`src/rtl/access_control_param.sv`:
```
// Password-gated access controller: user ID + password check against external memory,
// optional password change with confirmation, and timed lockout after repeated failures.
//
// state   | meaning
// IDLE    | waiting for a user-ID word (bit DATA_W-1 requests a password change)
// WAIT_PW | waiting for the password word
// READ    | holding address for RD_LAT clocks, then capturing mem_in
// CHECK   | comparing the entered password with the stored one
// GRANT   | user logged in; next strobe logs out
// NEW_PW  | waiting for the new password
// CONFIRM | waiting for the confirmation of the new password
// WRITE   | one-cycle memory write of the new password
// LOCKOUT | too many consecutive failures; strobes ignored until timer expires
module access_control_param #(
  parameter int DATA_W      = 16,
  parameter int ADDR_W      = 8,
  parameter int MAX_FAIL    = 3,
  parameter int LOCK_CYCLES = 1024,
  parameter int RD_LAT      = 1
) (
  input  logic              clk,
  input  logic              rst,
  input  logic [DATA_W-1:0] data_in,
  input  logic              data_in_load,
  input  logic [DATA_W-1:0] mem_in,
  output logic              access_grant,
  output logic              locked,
  output logic              busy,
  output logic [3:0]        fail_count,
  output logic [ADDR_W-1:0] address,
  output logic              wren,
  output logic [DATA_W-1:0] data_out
);

  localparam int RC_W = (RD_LAT > 1) ? $clog2(RD_LAT + 1) : 1;
  localparam int LC_W = (LOCK_CYCLES > 1) ? $clog2(LOCK_CYCLES) : 1;

  typedef enum logic [3:0] {
    IDLE, WAIT_PW, READ, CHECK, GRANT, NEW_PW, CONFIRM, WRITE, LOCKOUT
  } state_t;

  state_t            state;
  logic              change_flag;
  logic [DATA_W-1:0] user_pw;
  logic [DATA_W-1:0] mem_pw;
  logic [DATA_W-1:0] new_pw;
  logic [RC_W-1:0]   rd_cnt;
  logic [LC_W-1:0]   lock_cnt;
  logic [3:0]        fail_inc;
  logic              pw_match;

  // Saturating increment keeps fail_count from ever exceeding MAX_FAIL.
  assign fail_inc = (fail_count >= 4'(MAX_FAIL)) ? fail_count : fail_count + 4'd1;
  assign pw_match = (user_pw == mem_pw);

  always_ff @(posedge clk or negedge rst) begin
    if (!rst) begin
      state        <= IDLE;
      change_flag  <= 1'b0;
      user_pw      <= '0;
      mem_pw       <= '0;
      new_pw       <= '0;
      rd_cnt       <= '0;
      lock_cnt     <= '0;
      access_grant <= 1'b0;
      locked       <= 1'b0;
      busy         <= 1'b0;
      fail_count   <= '0;
      address      <= '0;
      wren         <= 1'b0;
      data_out     <= '0;
    end else begin
      wren <= 1'b0;
      case (state)
        IDLE: if (data_in_load) begin
          change_flag <= data_in[DATA_W-1];
          address     <= data_in[ADDR_W-1:0];
          busy        <= 1'b1;
          state       <= WAIT_PW;
        end
        WAIT_PW: if (data_in_load) begin
          user_pw <= data_in;
          rd_cnt  <= '0;
          state   <= READ;
        end
        READ: begin
          if (rd_cnt == RC_W'(RD_LAT - 1)) begin
            mem_pw <= mem_in;
            state  <= CHECK;
          end else begin
            rd_cnt <= rd_cnt + 1'b1;
          end
        end
        CHECK: begin
          if (pw_match) begin
            fail_count <= '0;
            if (change_flag) begin
              state <= NEW_PW;
            end else begin
              access_grant <= 1'b1;
              state        <= GRANT;
            end
          end else begin
            fail_count <= fail_inc;
            if (fail_inc == 4'(MAX_FAIL)) begin
              locked   <= 1'b1;
              lock_cnt <= LC_W'(LOCK_CYCLES - 1);
              state    <= LOCKOUT;
            end else begin
              state <= WAIT_PW;
            end
          end
        end
        GRANT: if (data_in_load) begin
          access_grant <= 1'b0;
          fail_count   <= '0;
          busy         <= 1'b0;
          state        <= IDLE;
        end
        NEW_PW: if (data_in_load) begin
          new_pw <= data_in;
          state  <= CONFIRM;
        end
        CONFIRM: if (data_in_load) begin
          if (data_in == new_pw) begin
            wren     <= 1'b1;
            data_out <= new_pw;
            state    <= WRITE;
          end else begin
            new_pw <= '0;
            state  <= NEW_PW;
          end
        end
        WRITE: begin
          fail_count <= '0;
          busy       <= 1'b0;
          state      <= IDLE;
        end
        LOCKOUT: begin
          if (lock_cnt == '0) begin
            locked     <= 1'b0;
            fail_count <= '0;
            busy       <= 1'b0;
            state      <= IDLE;
          end else begin
            lock_cnt <= lock_cnt - 1'b1;
          end
        end
        default: begin
          busy  <= 1'b0;
          state <= IDLE;
        end
      endcase
    end
  end

endmodule

```
`config.mk`:
```
export PLATFORM = sky130hd
export DESIGN_NAME = access_control_param
export DESIGN_NICKNAME = d
export VERILOG_FILES = /design/src/rtl/access_control_param.sv
export SDC_FILE = /design/constraint.sdc
export NUM_CORES = 1
export LEC_CHECK = 0
export BUFFER_PORTS_ARGS = -buffer_cell sky130_fd_sc_hd__buf_2
export CAP_MARGIN = 40
export CELL_PAD_IN_SITES_DETAIL_PLACEMENT = 1
export CELL_PAD_IN_SITES_GLOBAL_PLACEMENT = 2
export CORE_UTILIZATION = 41
export CTS_BUF_LIST = sky130_fd_sc_hd__clkbuf_8 sky130_fd_sc_hd__clkbuf_16
export DETAILED_ROUTE_END_ITERATION = 6
export PLACE_DENSITY = 0.93
export SETUP_SLACK_MARGIN = 0.2
export SKIP_CTS_REPAIR_TIMING = 1
export SLEW_MARGIN = 10
export SYNTH_ARGS = -nofsm -noshare
export SYNTH_HDL_FRONTEND = slang
export SYNTH_SLANG_ARGS = --single-unit
export TNS_END_PERCENT = 5
```
`constraint.sdc`:
```
create_clock -name clk -period 3.1 [get_ports clk]
set_input_delay 0.155 -clock clk [delete_from_list [all_inputs] [get_ports clk]]
set_output_delay 0.155 -clock clk [all_outputs]
set_load 0.01 [all_outputs]
```
**Yosys cells after proc, flatten, opt, wreduce, memory -nomap -nowiden**

Index checks and enable logic that the tools add are counted.

- Bitwise gates (word level): 2
- Add/subtract/negate cells: 3
- Mux-type cells: 38
- Reduce and logical (&&, ||, !) cells: 20
- Magnitude comparators: 1
- Equal/unequal tests: 24

Operators by type and width:

| kind | count |
|---|---|
| $mux W16 | 3 |
| $mux W4 | 11 |
| $eq A16 B16 Y1 | 2 |
| $pmux W16 S2 | 1 |
| $pmux W4 S8 | 1 |
| $mux W10 | 3 |
| $ne A2 B2 Y1 const B | 13 |
| $pmux W10 S2 | 1 |
| $reduce_and A4 Y1 | 5 |
| $eq A4 B3 Y1 const B | 4 |
| $pmux W4 S4 | 1 |
| $eq A4 B2 Y1 const B | 3 |
| $mux W1 | 12 |
| $logic_not A10 Y1 | 1 |
| $sub A10 B1 Y10 const B | 1 |
| $reduce_and A2 Y1 | 4 |
| $reduce_bool A2 Y1 | 4 |
| $reduce_and A7 Y1 | 1 |
| $pmux W1 S2 | 3 |
| $reduce_and A3 Y1 | 2 |
| $reduce_or A5 Y1 | 1 |
| $add A4 B1 Y4 const B | 1 |
| $eq A4 B1 Y1 const B | 1 |
| $eq A4 B4 Y1 const B | 1 |
| other kinds (7) | 8 |

- Register bits: 96
- Output and inout port bits: 32
- Bits of input ports: 35

**Longest topological paths before layout**

- Depth after elaboration: 6
- Depth in mapped cells: 7

**Least setup slack after synthesis**

OpenSTA, ideal clock, no wires.

- Kind: register to register
- Start: register fail_count[0]
- End: register lock_cnt[0]
- Data arrival time: 2112 ps
- Setup time: 74 ps
- Path slack: 914 ps
- Buffers on the path: 1
- Period minus slack after synthesis: 2186 ps
- Stages on the path, launching flop included: 8
- Data required time: 3026 ps
- Cells stage by stage: dfrtp_1 > ha_1 > inv_1 > o31a_1 > or3_1 > or4b_4 > buf_6 > a21oi_4

- Cells in the longest elaborated chain, start to end: 5
- Elaborated cells on any way between the ends: 6
- Those cells by class: add/sub: 1; order compare: 1; eq/ne: 2; mux: 1; reduce/logical: 1

Ends and longest elaborated chain:

| what | RTL line | text |
|---|---|---|
| from (decl) | 29 | `output logic [3:0] fail_count,` |
| from (signal assigned) | 104 | `fail_count <= fail_inc;` |
| $add A4 B1 Y4 or $ge A4 B2 Y1 (tied branches) | 53 | `assign fail_inc = (fail_count >= 4'(MAX_FAIL)) ? fail_count : fail_count + 4'd1;` |
| $mux W4 (*) | 53 |  |
| $eq A4 B2 Y1 (*) | 105 | `if (fail_inc == 4'(MAX_FAIL)) begin` |
| $ne A2 B2 Y1 (no line) (*) | n/a |  |
| $reduce_and A4 Y1 (no line) (*) | n/a |  |
| to (signal assigned) | 107 | `lock_cnt <= LC_W'(LOCK_CYCLES - 1);` |
| to (signal assigned) | 146 | `lock_cnt <= lock_cnt - 1'b1;` |
| to (decl) | 48 | `logic [LC_W-1:0] lock_cnt;` |

Every way passes the cells marked *; elsewhere a longest branch is shown, timed or not.
A chain may end at the register's enable or synchronous reset.

**Worst setup path in the final report**

- Start: register fail_count[0]
- End: register locked

- Cells in the longest elaborated chain, start to end: 5
- Elaborated cells on any way between the ends: 6
- Those cells by class: add/sub: 1; order compare: 1; eq/ne: 2; mux: 1; reduce/logical: 1

Ends and longest elaborated chain:

| what | RTL line | text |
|---|---|---|
| $add A4 B1 Y4 or $ge A4 B2 Y1 (tied branches) | 53 |  |
| $mux W4 (*) | 53 |  |
| $eq A4 B2 Y1 (*) | 105 |  |
| $ne A2 B2 Y1 (no line) (*) | n/a |  |
| $reduce_and A4 Y1 (no line) (*) | n/a |  |
| to (signal assigned) | 66 | `locked <= 1'b0;` |
| to (signal assigned) | 106 | `locked <= 1'b1;` |
| to (signal assigned) | 141 | `locked <= 1'b0;` |
| to (decl) | 27 | `output logic locked,` |

Marked as above.

==> results.tsv <==
stage	metric	value	unit
synthesis	Post-synth EDFFs	0	
pwr	net switching power	1.429	mW
die	die area	11210	µm²
synthesis	Syn Area/Cell	11.93	µm²
synthesis	Synth Area in Compound Gates	0.07664	
timing	Setup violations, final	0	
synthesis	register area share after synthesis	0.5373	
die	Die Y	105.9	µm
pwr	Tot Pwr	4.034	mW
placement	GPL Wtd Cong	0.7682	
worst_setup_path	Crit Path Category	reg2reg	
die	initial core utilization	0.4247	
worst_setup_path	crit end category	register	
synthesis	Post-synth top flop	dfrtp_1	
cts	H-Tree Depth	3	
pwr	Clock Power Share	0.184	
cts	CTS clk-pin slew, worst paths	0.10	ns
synthesis	post-synthesis adder-cell area fraction	0.01075	
detailed_routing	wire per inst	17.60	µm
die	DIE WIDTH	105.9	µm
synthesis	post-synthesis xor/xnor area fraction	0.08117	
timing	hold violation count in the final report	0	
placement	hpwl dp	7551	µm
timing	worst slew pin tran	0.8572	ns
die	row count	37	
cts	Root Driver	clkbuf_8	
cts	Clock Latency Late Sink	0.36	ns
synthesis	yosys warns	0	
finish	Final Net Count	478	
pwr	power per cell area	796.7	nW/µm²
die	io pins	67	
finish	Layout area overhead	14.45	%
finish	# diodes	0	
pwr	P_leak	2.348	nW
detailed_routing	DR iter-0 viols	106	
finish	fill count	1136	
timing	setup TNS	0	ns
detailed_routing	DRT antenna net count	0	
placement	Port Buffer Count	66	
global_route	Overall Global Routing Usage	0.1976	
global_route	first-pass GRT wire length	16970	µm
timing	max frequency	431.2	MHz
finish	fin area	5064	µm²
worst_setup_path	Arr. time, crit path	2.61	ns
detailed_routing	vias per inst	5.318	
die	CORE AREA	10420	µm²
flow_run	Max Cap Viol	0	
synthesis	Post-Syn Nets	409	
timing	Slew headroom	0.4279	
global_route	largest net degree at the start of global routing	49	
timing	RSZ-0062 raised after global routing	false	
synthesis	Post-Syn Instances	371	
worst_setup_path	Worst Setup Start Kind	register	
cts	CTS buffer count	9	
global_route	total congestion overflow	0	
cts	CTS tree	yes	
global_route	initial antenna violation count	0	
finish	layout cells sized above 1	0.3416	
pwr	Switching Share	0.3542	
placement	Placement Cell Area	4871	µm²
timing	Period minus WS final	2.319	ns
cts	Max clock buf depth	2	
synthesis	post-synthesis simple-gate area fraction	0.1128	
timing	Final period util	0.7481	
pwr	Comb power frac	0.331	
synthesis	largest area contributor in the netlist	dfrtp_1	
cts	Clock Sink Count	95	
timing	Slew Limit Fails	0	
synthesis	multiplexer share of the synthesized area	0.1496	
detailed_routing	DRC	0	
pwr	VDD IR max	0.4089	mV
worst_setup_path	largest fanout on the critical path	12	
synthesis	Async SR Flop Fraction	1.000	
pwr	Int Pwr	2.605	mW
timing	Setup Skew	0.01124	ns
outcome	status	finished clean	
detailed_routing	total number of vias	3090	
synthesis	post-synth top area share	0.5373	
worst_setup_path	Data required, critical path	3.39	ns
synthesis	distinct cell type count after synthesis	44	
min_path	Hold WC Path Type	in2reg	
synthesis	Synth area leaders	dfrtp_1 (54%), mux2_2 (15%), xor2_1 (4.8%)	
detailed_routing	Total Wirelength	10230	µm
detailed_routing	First-pass DRT Iterations	4	
synthesis	main combinational cell family by area after synthesis	multiplexers	
pwr	Sequential Power Share	0.485	
synthesis	Seq cells post-synth	95	
global_route	vias in the first global route	3298	
synthesis	Netlist Area Pre-Place	4424	µm²
timing	Fin Hold WS	0.01878	ns
power by group through the flow:
stage | Sequential, mW | Clock [mW] | Combinational, mW
final | 1.95 | 0.742 | 1.34
after global routing | 2.01 | 0.812 | 1.50
after floorplan | 1.90 | 0 | 1.00
after CTS | 1.96 | 0.770 | 1.36
after global placement | 1.95 | 0 | 1.28
after detailed placement | 1.99 | 0 | 1.35
per-layer routing:
layer	global-route usage	share of wire	vias to the layer above
li1	-	-	1449
met5	0	0	-
met3	0.04020	0.031	11
met2	0.3385	0.51	59
met1	0.2509	0.45	1571
met4	0.06052	0.014	0
cells in the mapped netlist, types with 3 or more instances:
library cell / count
a21oi_1: 4
a22oi_1: 18
buf_6: 5
clkbuf_1: 7
dfrtp_1: 95
ha_1: 3
inv_1: 9
mux2_2: 57
nand2_1: 32
nand2b_1: 4
nand3_1: 5
nand4_1: 11
nor2_1: 15
nor3_1: 3
nor4_1: 6
o21ai_0: 19
o22ai_1: 4
xnor2_1: 17
xor2_1: 24
cell usage in the layout (no fill, tap or decap), types with 3 or more instances in the layout:
master,netlist,final
nor2_1,15,15
nand3_1,5,5
nand4_1,11,11
nor4_1,6,6
o21ai_0,19,19
xnor2_1,17,17
xor2_1,24,24
a21oi_1,4,4
a22oi_1,18,18
dfrtp_1,95,95
ha_1,3,3
buf_2,2,65
nand2b_1,4,4
nor3_1,3,3
o22ai_1,4,4
nand2_1,32,32
mux2_2,57,57
clkbuf_8,1,9
buf_4,0,5
inv_1,9,11
logic make-up (layout without fill, tap and decap cells):
logic type	Yosys count	count (layout)
xor+xnor	41	41
simple gates	96	96
compound gates	52	52
buf+inv	24	98
fa+ha+maj	4	4
mux	59	59
flops	95	95
layout make-up:
class | count | area (µm²) | share of cell area
well taps | 136 | 170.2 | 0.03361
repair buffers | 73 | 402.9 | 0.07956
clock inverters | 7 | 48.80 | 0.009637
multi-input cells | 252 | 1907 | 0.3766
flip-flops and latches | 95 | 2377 | 0.4695
clock buffers | 9 | 123.9 | 0.02446
inverters | 9 | 33.78 | 0.006672
state kept, by name (all words and copies together) (netlist names):
signal and count:
access_grant 1, address 8, busy 1, change_flag 1, data_out 16, fail_count 4
lock_cnt 10, locked 1, mem_pw 16, new_pw 16, state 4, user_pw 16
wren 1
final timing paths:
path	to	startpoint	cells after the start	slack, ns
worst max-delay path	locked	fail_count[0]	6	0.78
worst min-delay path	mem_pw[15]	mem_in[15]	2	0.02
worst max register to register	locked	fail_count[0]	6	0.78
worst min register to register	data_out[6]	data_out[6]	1	0.51
max in group asynchronous	mem_pw[1]	rst	3	2.08
min in group asynchronous	locked	rst	2	0.36
stage by stage:
| step | worst slack (ns) | std cells | utilization |
|---|---|---|---|
| 6_report | 0.7809 | 581 | 0.4861 |
| 5_1_grt | 0.6723 | 581 | 0.4861 |
| 4_1_cts | 0.7745 | 579 | 0.4842 |
| 3_5_place_dp | 0.7935 | 563 | 0.4676 |
| 3_3_place_gp | 0.8485 | 563 | 0.4676 |
| 2_1_floorplan | 0.9141 | 371 | - |
critical path, cell delays in order, from the launching register on:
cell and delay, ns:
dfrtp_1 0.44, ha_1 0.30, inv_1 0.05, o31a_1 0.26, or3_1 0.35, or4b_4 0.64
a22oi_1 0.21
No activity file was read; power rests on OpenSTA's default activity.
